===== src/rtl/dac_mux_scanner.sv =====
// dac_mux_scanner
//   Refreshes CH_NUM sample-and-hold outputs from one SPI DAC through an
//   analog multiplexer. For each channel it loads a frame, shifts it out,
//   waits for the DAC to settle, then connects the mux for HOLD_CYC cycles.
//   It then advances to the next channel. Per-channel codes are held in a
//   register file that can be written at any time.
//
// Ports
//   clk, rst_n        : clock, asynchronous active-low reset
//   en                : scan enable (the current channel always completes)
//   pd                : DAC power-down field placed in every frame
//   wr_en/addr/data   : register-file write port (out-of-range addresses ignored)
//   sclk, dout, sync_n: SPI to the DAC (sclk idles high, MSB first)
//   pos, inh          : mux select and inhibit (inh=1 opens all switches)
//   busy              : FSM not idle
//   cur_ch            : channel being serviced
//   round_done        : one-cycle pulse after the last channel's hold window
module dac_mux_scanner #(
  parameter int unsigned CH_NUM     = 8,
  parameter int unsigned POS_W      = 3,
  parameter int unsigned DATA_W     = 12,
  parameter int unsigned FRAME_W    = 16,
  parameter int unsigned CLK_DIV    = 2,
  parameter int unsigned DAC_SETTLE = 16,
  parameter int unsigned HOLD_CYC   = 32,
  parameter int unsigned RST_CODE   = 2048
) (
  input  logic              clk,
  input  logic              rst_n,
  input  logic              en,
  input  logic [1:0]        pd,
  input  logic              wr_en,
  input  logic [7:0]        wr_addr,
  input  logic [DATA_W-1:0] wr_data,
  output logic              sclk,
  output logic              dout,
  output logic              sync_n,
  output logic [POS_W-1:0]  pos,
  output logic              inh,
  output logic              busy,
  output logic [POS_W-1:0]  cur_ch,
  output logic              round_done
);

  localparam int unsigned CNT_MAX =
    (CLK_DIV > DAC_SETTLE) ? ((CLK_DIV > HOLD_CYC) ? CLK_DIV : HOLD_CYC)
                           : ((DAC_SETTLE > HOLD_CYC) ? DAC_SETTLE : HOLD_CYC);
  localparam int unsigned CNT_W = $clog2(CNT_MAX + 1);
  localparam int unsigned BIT_W = $clog2(FRAME_W + 1);

  typedef enum logic [2:0] {
    S_IDLE,
    S_LOAD,
    S_SHIFT,
    S_SETTLE,
    S_HOLD
  } state_t;

  state_t             state_q, state_d;
  logic [CNT_W-1:0]   cnt_q, cnt_d;
  logic [BIT_W-1:0]   bit_q, bit_d;
  logic [FRAME_W-1:0] sh_q, sh_d;
  logic               sclk_q, sclk_d;
  logic               sync_n_q, sync_n_d;
  logic [POS_W-1:0]   pos_q, pos_d;
  logic               inh_q, inh_d;
  logic [POS_W-1:0]   cur_ch_q, cur_ch_d;
  logic               done_q, done_d;

  logic [DATA_W-1:0]  regs_q [CH_NUM];
  logic [DATA_W-1:0]  sel_code;
  logic [FRAME_W-1:0] frame;

  // Register file: writable in every state; the LOAD snapshot reads the
  // pre-edge value, so a write on the LOAD edge lands in the next round.
  always_ff @(posedge clk or negedge rst_n) begin
    if (!rst_n) begin
      for (int unsigned i = 0; i < CH_NUM; i++) begin
        regs_q[i] <= DATA_W'(RST_CODE);
      end
    end else if (wr_en) begin
      for (int unsigned i = 0; i < CH_NUM; i++) begin
        if (32'(wr_addr) == i) begin
          regs_q[i] <= wr_data;
        end
      end
    end
  end

  always_comb begin
    sel_code = '0;
    for (int unsigned i = 0; i < CH_NUM; i++) begin
      if (32'(cur_ch_q) == i) begin
        sel_code = regs_q[i];
      end
    end
  end

  always_comb begin
    frame                     = '0;
    frame[DATA_W+1:DATA_W]    = pd;
    frame[DATA_W-1:0]         = sel_code;
  end

  always_ff @(posedge clk or negedge rst_n) begin
    if (!rst_n) begin
      state_q  <= S_IDLE;
      cnt_q    <= '0;
      bit_q    <= '0;
      sh_q     <= '0;
      sclk_q   <= 1'b1;
      sync_n_q <= 1'b1;
      pos_q    <= '0;
      inh_q    <= 1'b1;
      cur_ch_q <= '0;
      done_q   <= 1'b0;
    end else begin
      state_q  <= state_d;
      cnt_q    <= cnt_d;
      bit_q    <= bit_d;
      sh_q     <= sh_d;
      sclk_q   <= sclk_d;
      sync_n_q <= sync_n_d;
      pos_q    <= pos_d;
      inh_q    <= inh_d;
      cur_ch_q <= cur_ch_d;
      done_q   <= done_d;
    end
  end

  always_comb begin
    state_d  = state_q;
    cnt_d    = cnt_q;
    bit_d    = bit_q;
    sh_d     = sh_q;
    sclk_d   = sclk_q;
    sync_n_d = sync_n_q;
    pos_d    = pos_q;
    inh_d    = inh_q;
    cur_ch_d = cur_ch_q;
    done_d   = 1'b0;

    unique case (state_q)
      S_IDLE: begin
        cnt_d = '0;
        if (en) begin
          state_d = S_LOAD;
        end
      end

      S_LOAD: begin
        sh_d     = frame;
        sync_n_d = 1'b0;
        sclk_d   = 1'b1;
        cnt_d    = '0;
        bit_d    = '0;
        state_d  = S_SHIFT;
      end

      // cnt_q times each sclk phase. dout is the shift register MSB, so it
      // advances only on the low->high sclk transition. The rising edge after
      // the last bit's low phase ends the frame instead.
      S_SHIFT: begin
        if (cnt_q == CNT_W'(CLK_DIV - 1)) begin
          cnt_d = '0;
          if (sclk_q) begin
            sclk_d = 1'b0;
          end else if (bit_q == BIT_W'(FRAME_W - 1)) begin
            sclk_d   = 1'b1;
            sync_n_d = 1'b1;
            sh_d     = '0;
            state_d  = S_SETTLE;
          end else begin
            sclk_d = 1'b1;
            sh_d   = sh_q << 1;
            bit_d  = bit_q + 1'b1;
          end
        end else begin
          cnt_d = cnt_q + 1'b1;
        end
      end

      S_SETTLE: begin
        if (cnt_q == CNT_W'(DAC_SETTLE - 1)) begin
          cnt_d   = '0;
          pos_d   = cur_ch_q;
          inh_d   = 1'b0;
          state_d = S_HOLD;
        end else begin
          cnt_d = cnt_q + 1'b1;
        end
      end

      S_HOLD: begin
        if (cnt_q == CNT_W'(HOLD_CYC - 1)) begin
          cnt_d = '0;
          inh_d = 1'b1;
          if (32'(cur_ch_q) == CH_NUM - 1) begin
            cur_ch_d = '0;
            done_d   = 1'b1;
          end else begin
            cur_ch_d = cur_ch_q + 1'b1;
          end
          state_d = en ? S_LOAD : S_IDLE;
        end else begin
          cnt_d = cnt_q + 1'b1;
        end
      end

      default: state_d = S_IDLE;
    endcase
  end

  assign sclk       = sclk_q;
  assign dout       = sh_q[FRAME_W-1];
  assign sync_n     = sync_n_q;
  assign pos        = pos_q;
  assign inh        = inh_q;
  assign busy       = (state_q != S_IDLE);
  assign cur_ch     = cur_ch_q;
  assign round_done = done_q;

endmodule


===== config.mk =====
export PLATFORM = sky130hd
export DESIGN_NAME = dac_mux_scanner
export DESIGN_NICKNAME = d
export VERILOG_FILES = /design/src/rtl/dac_mux_scanner.sv
export SDC_FILE = /design/constraint.sdc
export NUM_CORES = 1
export LEC_CHECK = 0
export BUFFER_PORTS_ARGS = -buffer_cell sky130_fd_sc_hd__buf_2
export CORE_ASPECT_RATIO = 0.9
export CORE_MARGIN = 1.5
export CORE_UTILIZATION = 50
export CTS_CLUSTER_DIAMETER = 200
export DETAILED_ROUTE_END_ITERATION = 7
export GPL_ROUTABILITY_DRIVEN = 0
export PLACE_DENSITY_LB_ADDON = 0.2
export SLEW_MARGIN = 20
export SYNTH_ARGS = -nofsm -noshare
export SYNTH_HDL_FRONTEND = slang
export SYNTH_SLANG_ARGS = --single-unit

===== constraint.sdc =====
create_clock -name clk -period 6.8 [get_ports clk]
set_clock_uncertainty 0.2 [all_clocks]
set_input_delay 1.36 -clock clk [delete_from_list [all_inputs] [get_ports clk]]
set_output_delay 1.36 -clock clk [all_outputs]
set_load 0.02 [all_outputs]

Yosys cells after proc, flatten, opt, wreduce, memory -nomap -nowiden
Index checks and enable logic that the tools add are counted.
Storage, ports and cells
  register bits after elaboration: 136
  input bits: 26
  output and inout bits: 12
Cells by class
  $add $sub $neg: 3
  equality and inequality tests: 29
  multiplexer cells: 42
  reduce and logical (&&, ||, !) cells: 24
Operators with widths (number)
  12-bit two-way mux: 8
  16-bit two-way mux: 3
  8-bit by 3-bit equality test with 1-bit output, second input constant: 4
  16-bit case mux with 2 select lines: 1
  6-bit case mux with 4 select lines: 1
  2-bit AND reduction: 11
  3-bit two-way mux: 7
  6-bit two-way mux: 3
  8-bit by 2-bit equality test with 1-bit output, second input constant: 2
  3-bit equality test, second input constant: 5
  5-bit two-way mux: 3
  3-bit case mux with 5 select lines: 1
  2-bit inequality test, second input constant: 7
  3-bit by 2-bit equality test with 1-bit output, second input constant: 4
  1-bit two-way mux: 11
  5-bit case mux with 2 select lines: 1
  8-bit by 1-bit equality test with 1-bit output, second input constant: 1
  8-bit zero test: 1
  4-bit AND reduction: 2
  6-bit by 1-bit adder with 6-bit output, second input constant: 1
  3-bit by 1-bit equality test with 1-bit output, second input constant: 2
  6-bit by 1-bit equality test with 1-bit output, second input constant: 1
  6-bit by 4-bit equality test with 1-bit output, second input constant: 1
  6-bit by 5-bit equality test with 1-bit output, second input constant: 1
  11 further kinds: 16

Depth between registers and ports, before layout
  depth after elaboration: 10
  mapped depth: 10
  gate-level depth less buffers: 8

Least setup slack after synthesis
OpenSTA, ideal clock, no wires.
  path kind: in2reg
  start point: in wr_addr[3]
  end point: reg regs_q[40] (netlist name)
  library setup time: 0.125 ns
  data arrival time: 2.874 ns
  required time: 6.475 ns
  slack: 3.601 ns
  cell stages on the path: 5
  buffers on the path: 1
  cells stage by stage: nor4_1 > nand4bb_1 > nor3b_1 > buf_2 > mux2_2
Between the ends
  word-level cells in the longest chain between the ends: 2
Ends and longest elaborated chain
  start: declaration: RTL line 33  | input logic [7:0] wr_addr,
  8-bit by 3-bit equality test with 1-bit output: RTL line 83  | if (32'(wr_addr) == i) begin
  2-bit AND reduction (no line)
  end signal: indexed assignment: RTL line 79  | regs_q[i] <= DATA_W'(RST_CODE);
  end signal: indexed assignment: RTL line 84  | regs_q[i] <= wr_data;
  end: declaration: RTL line 70  | logic [DATA_W-1:0] regs_q [CH_NUM];
Every way passes these cells.
A chain may end at the register's enable or synchronous reset.

Worst setup path after layout
  start point: reg cur_ch_q[0] (netlist: cur_ch[0])
  end point: reg sh_q[10]
Between the ends
  word-level cells in the longest chain between the ends: 10
  elaborated cells between the ends (all ways): 17
Ends and longest elaborated chain
  start: declaration: RTL line 67  | logic [POS_W-1:0] cur_ch_q, cur_ch_d;
  start signal: assignment: RTL line 126  | cur_ch_q <= cur_ch_d;
  3-bit zero test: RTL line 93  | if (32'(cur_ch_q) == i) begin
  12-bit two-way mux (7 in a row): RTL line 93
  12-bit two-way mux *: RTL line 93
  16-bit case mux with 2 select lines *: RTL line 143  | unique case (state_q)
  end signal: assignment: RTL line 110  | sh_q <= '0;
  end signal: assignment: RTL line 121  | sh_q <= sh_d;
  end: declaration: RTL line 62  | logic [FRAME_W-1:0] sh_q, sh_d;
Mark *: on every way between the ends. The rest lies on a longest branch, timed or not.

==> flow_summary.toml <==
[run_status]
status = "finished, final reports clean"

[clock_network]
post-cts-setup-buffer-count = 0
cts_hold_buffers = 0
cts_resized = 0
clk_pin_slew_ns = 0.06
clockRootBuffer = "clkbuf_16"
cts_inserted_buffers = 17
clock_latency_ns = 0.42
cts_sinks = 136
cts_tree = "yes"
h-tree-depth = 4
clockBufferDepth = 2

[layout]
diodes = 0
nets = 692
syn_to_final_growth_pct = 13.6
drive_gt1_frac = 0.266
final_core_util = 0.578
final_cell_mix = "125 x dfrtp_1, 85 x mux2_2, 66 x o21ai_0"
final_common_cell = "dfrtp_1"
fillers = 1122

[detailed_routing]
firstDrtPassIters = 5
wire_per_inst_um = 18.8
avgViaCountPerCell = 5.96
vias = 4985
drc_errors = 0
routed_wl_um = 15700
drt.antenna.violating_nets = 0
first_iter_violations = 362

[sta]
hold_viol_final = 0
setup_viol = 0
fin_crit_sh = 0.529
fin_ws_ns = 3.20
timing.slew.headroom = 0.298
period_needed_ns = 3.60
fmax_mhz = 278
drv_slew = 0
fin_tns_setup_ns = 0
rsz0062_at_grt = "false"
worst-slew-pin-transition_ns = 1.05

[floorplan]
initial_core_util = 0.509
placeableCoreArea_mm2 = 0.0133
die_w_um = 126
die_h_um = 113
ios = 38
die_area_mm2 = 0.0142
fp-row-count = 40

[power_and_ir_drop]
power_density_mw_per_mm2 = 249
peakVddDrop_mv = 0.178
total_power_uw = 1910
p_leak_uw = 0.00353

[synthesis]
synth-seq-area-share = 0.506
synth_compound_area_frac = 0.175
synthMuxAreaShare = 0.148
netlist_area_mm2 = 0.00676
synth_xor_xnor_area_share = 0.00130
postSynthAreaPerCell_um2 = 10.6
synth-edff-count = 0
synth_top_area_frac = 0.463
ys_ff_latch = 136
synth_top_cell_by_area = "dfrtp_1"
ys.flop_type = "dfrtp_1"
synth_top_family_by_area = "compound AO/OA/AOI/OAI gates"
synthesis.nets = 675
synthArstFlopShare = 1.00
synth-adder-area-share = 0.0185
yosys.area_share.simple = 0.111
synth.area.top_cells = "dfrtp_1 46%, mux2_2 14%, o21ai_0 4.9%, dfstp_2 4.3%, nand2_1 3.6%"
ys_types = 58
yosysWarnings = 0
syn-instance-count = 639

[critical_path]
rrSetupSlack_ns = 3.20
crit_type = "register to register"
cp.required_ns = 6.96
start_kind = "register"
r2r_start = "cur_ch[0]"
endpoint_kind = "register"
crit_fanout = 14
r2r_cells = 7
cp.arrival_ns = 3.76
r2r_end = "sh_q[10]"

[global_routing]
grt_max_degree = 76
grt_util_all_layers = 0.234
grt_pass1_wl_um = 25900
antenna_found_initial = 0
overflow = 0
grt_pass1_vias = 4929

[place]
place_ws_ns = 3.03
hpwl_um = 10200
port_buffers = 37

[worst_hold_path]
worstHoldStart = "sh_q[15]"
hp-class = "register to register"
holdPathEnd = "sh_q[15]"
hold_depth = 2

[flow_run]
drv_cap = 0
worst max-delay path, cell delays in order, from the launching register on:
cell and delay [ns]:
dfrtp_1 0.44, inv_1 0.13, ha_1 0.55, nor2b_1 0.86, a221oi_1 0.19, a2111oi_0 0.81, or4_1 0.21, o211a_1 0.14
where the power goes:
group	total [µW]	switching, µW	internal [µW]
Clock	982	354	627
Sequential	856	15.0	841
Combinational	74.7	43.3	31.3
Total	1910	413	1500
stage by stage:
step                      hold slack, ns  cells  cell area (µm²)
after floorplan                    0.238    639             6760
after global placement             0.245    805             7030
after detailed placement           0.252    805             7030
after CTS                          0.265    837             7670
after global routing               0.298    837             7670
final                              0.258    837             7670
routing by layer:
metal,global-route usage,wire (µm),vias up
li1,-,-,2364
met1,0.325,7390,2497
met2,0.361,7370,111
met3,0.0648,837,13
met4,0.0667,127,0
met5,0,0,-
cells in the mapped netlist, types with 2 or more instances:
cell type	n
dfrtp_1	125
mux2_2	85
o21ai_0	66
nand2_1	64
a21oi_1	38
clkbuf_1	31
inv_1	25
nand3_1	17
nor2_1	16
nor2b_1	15
a31oi_1	14
a221o_1	11
dfstp_2	11
a211oi_1	10
ha_1	10
o211ai_1	10
o22a_1	9
nor3_1	7
buf_1	6
buf_2	6
and3_1	5
a221oi_1	4
nand3b_1	4
nor3b_1	4
a211o_1	3
mux2i_1	3
nor4_1	3
or4_1	3
nand2b_1	2
nand4_1	2
o22ai_1	2
or3_1	2
how the worst max path moves through the flow:
stage | endpoint | startpoint | slack, ns
after floorplan | regs_q[40] | wr_addr[3] | 3.60
after global routing | sh_q[10] | cur_ch[0] | 2.92
after detailed placement | regs_q[60] | wr_addr[3] | 3.03
after global placement | regs_q[69] | wr_addr[3] | 3.11
after CTS | sh_q[10] | cur_ch[0] | 3.23
final | sh_q[10] | cur_ch[0] | 3.20
logic make-up after synthesis:
group | after synthesis
muxes | 89
adders and majority gates | 10
DFF | 136
and+or+nand+nor | 151
xor gates and xnor gates | 1
buffers and inverters | 69
AOI/OAI and AO/OA | 183
layout make-up:
type                       count  area, µm²  area share
clock buffer                  19        443      0.0577
clock inverter                13        194      0.0253
inverter                      25       93.8      0.0122
multi-input combinational    434       3090       0.402
sequential                   136       3420       0.445
tap                          168        210      0.0274
timing repair buffer          42        229      0.0298
flip-flops by register name, indices dropped and copies added (netlist names):
signal and flops:
sh_q 16, regs_q 96, bit_q 5, round_done 1
cnt_q 6, sclk 1, state_q 3, cur_ch 3
inh 1, pos 3, sync_n 1
Note: power is estimated with default switching activity, not from simulation.
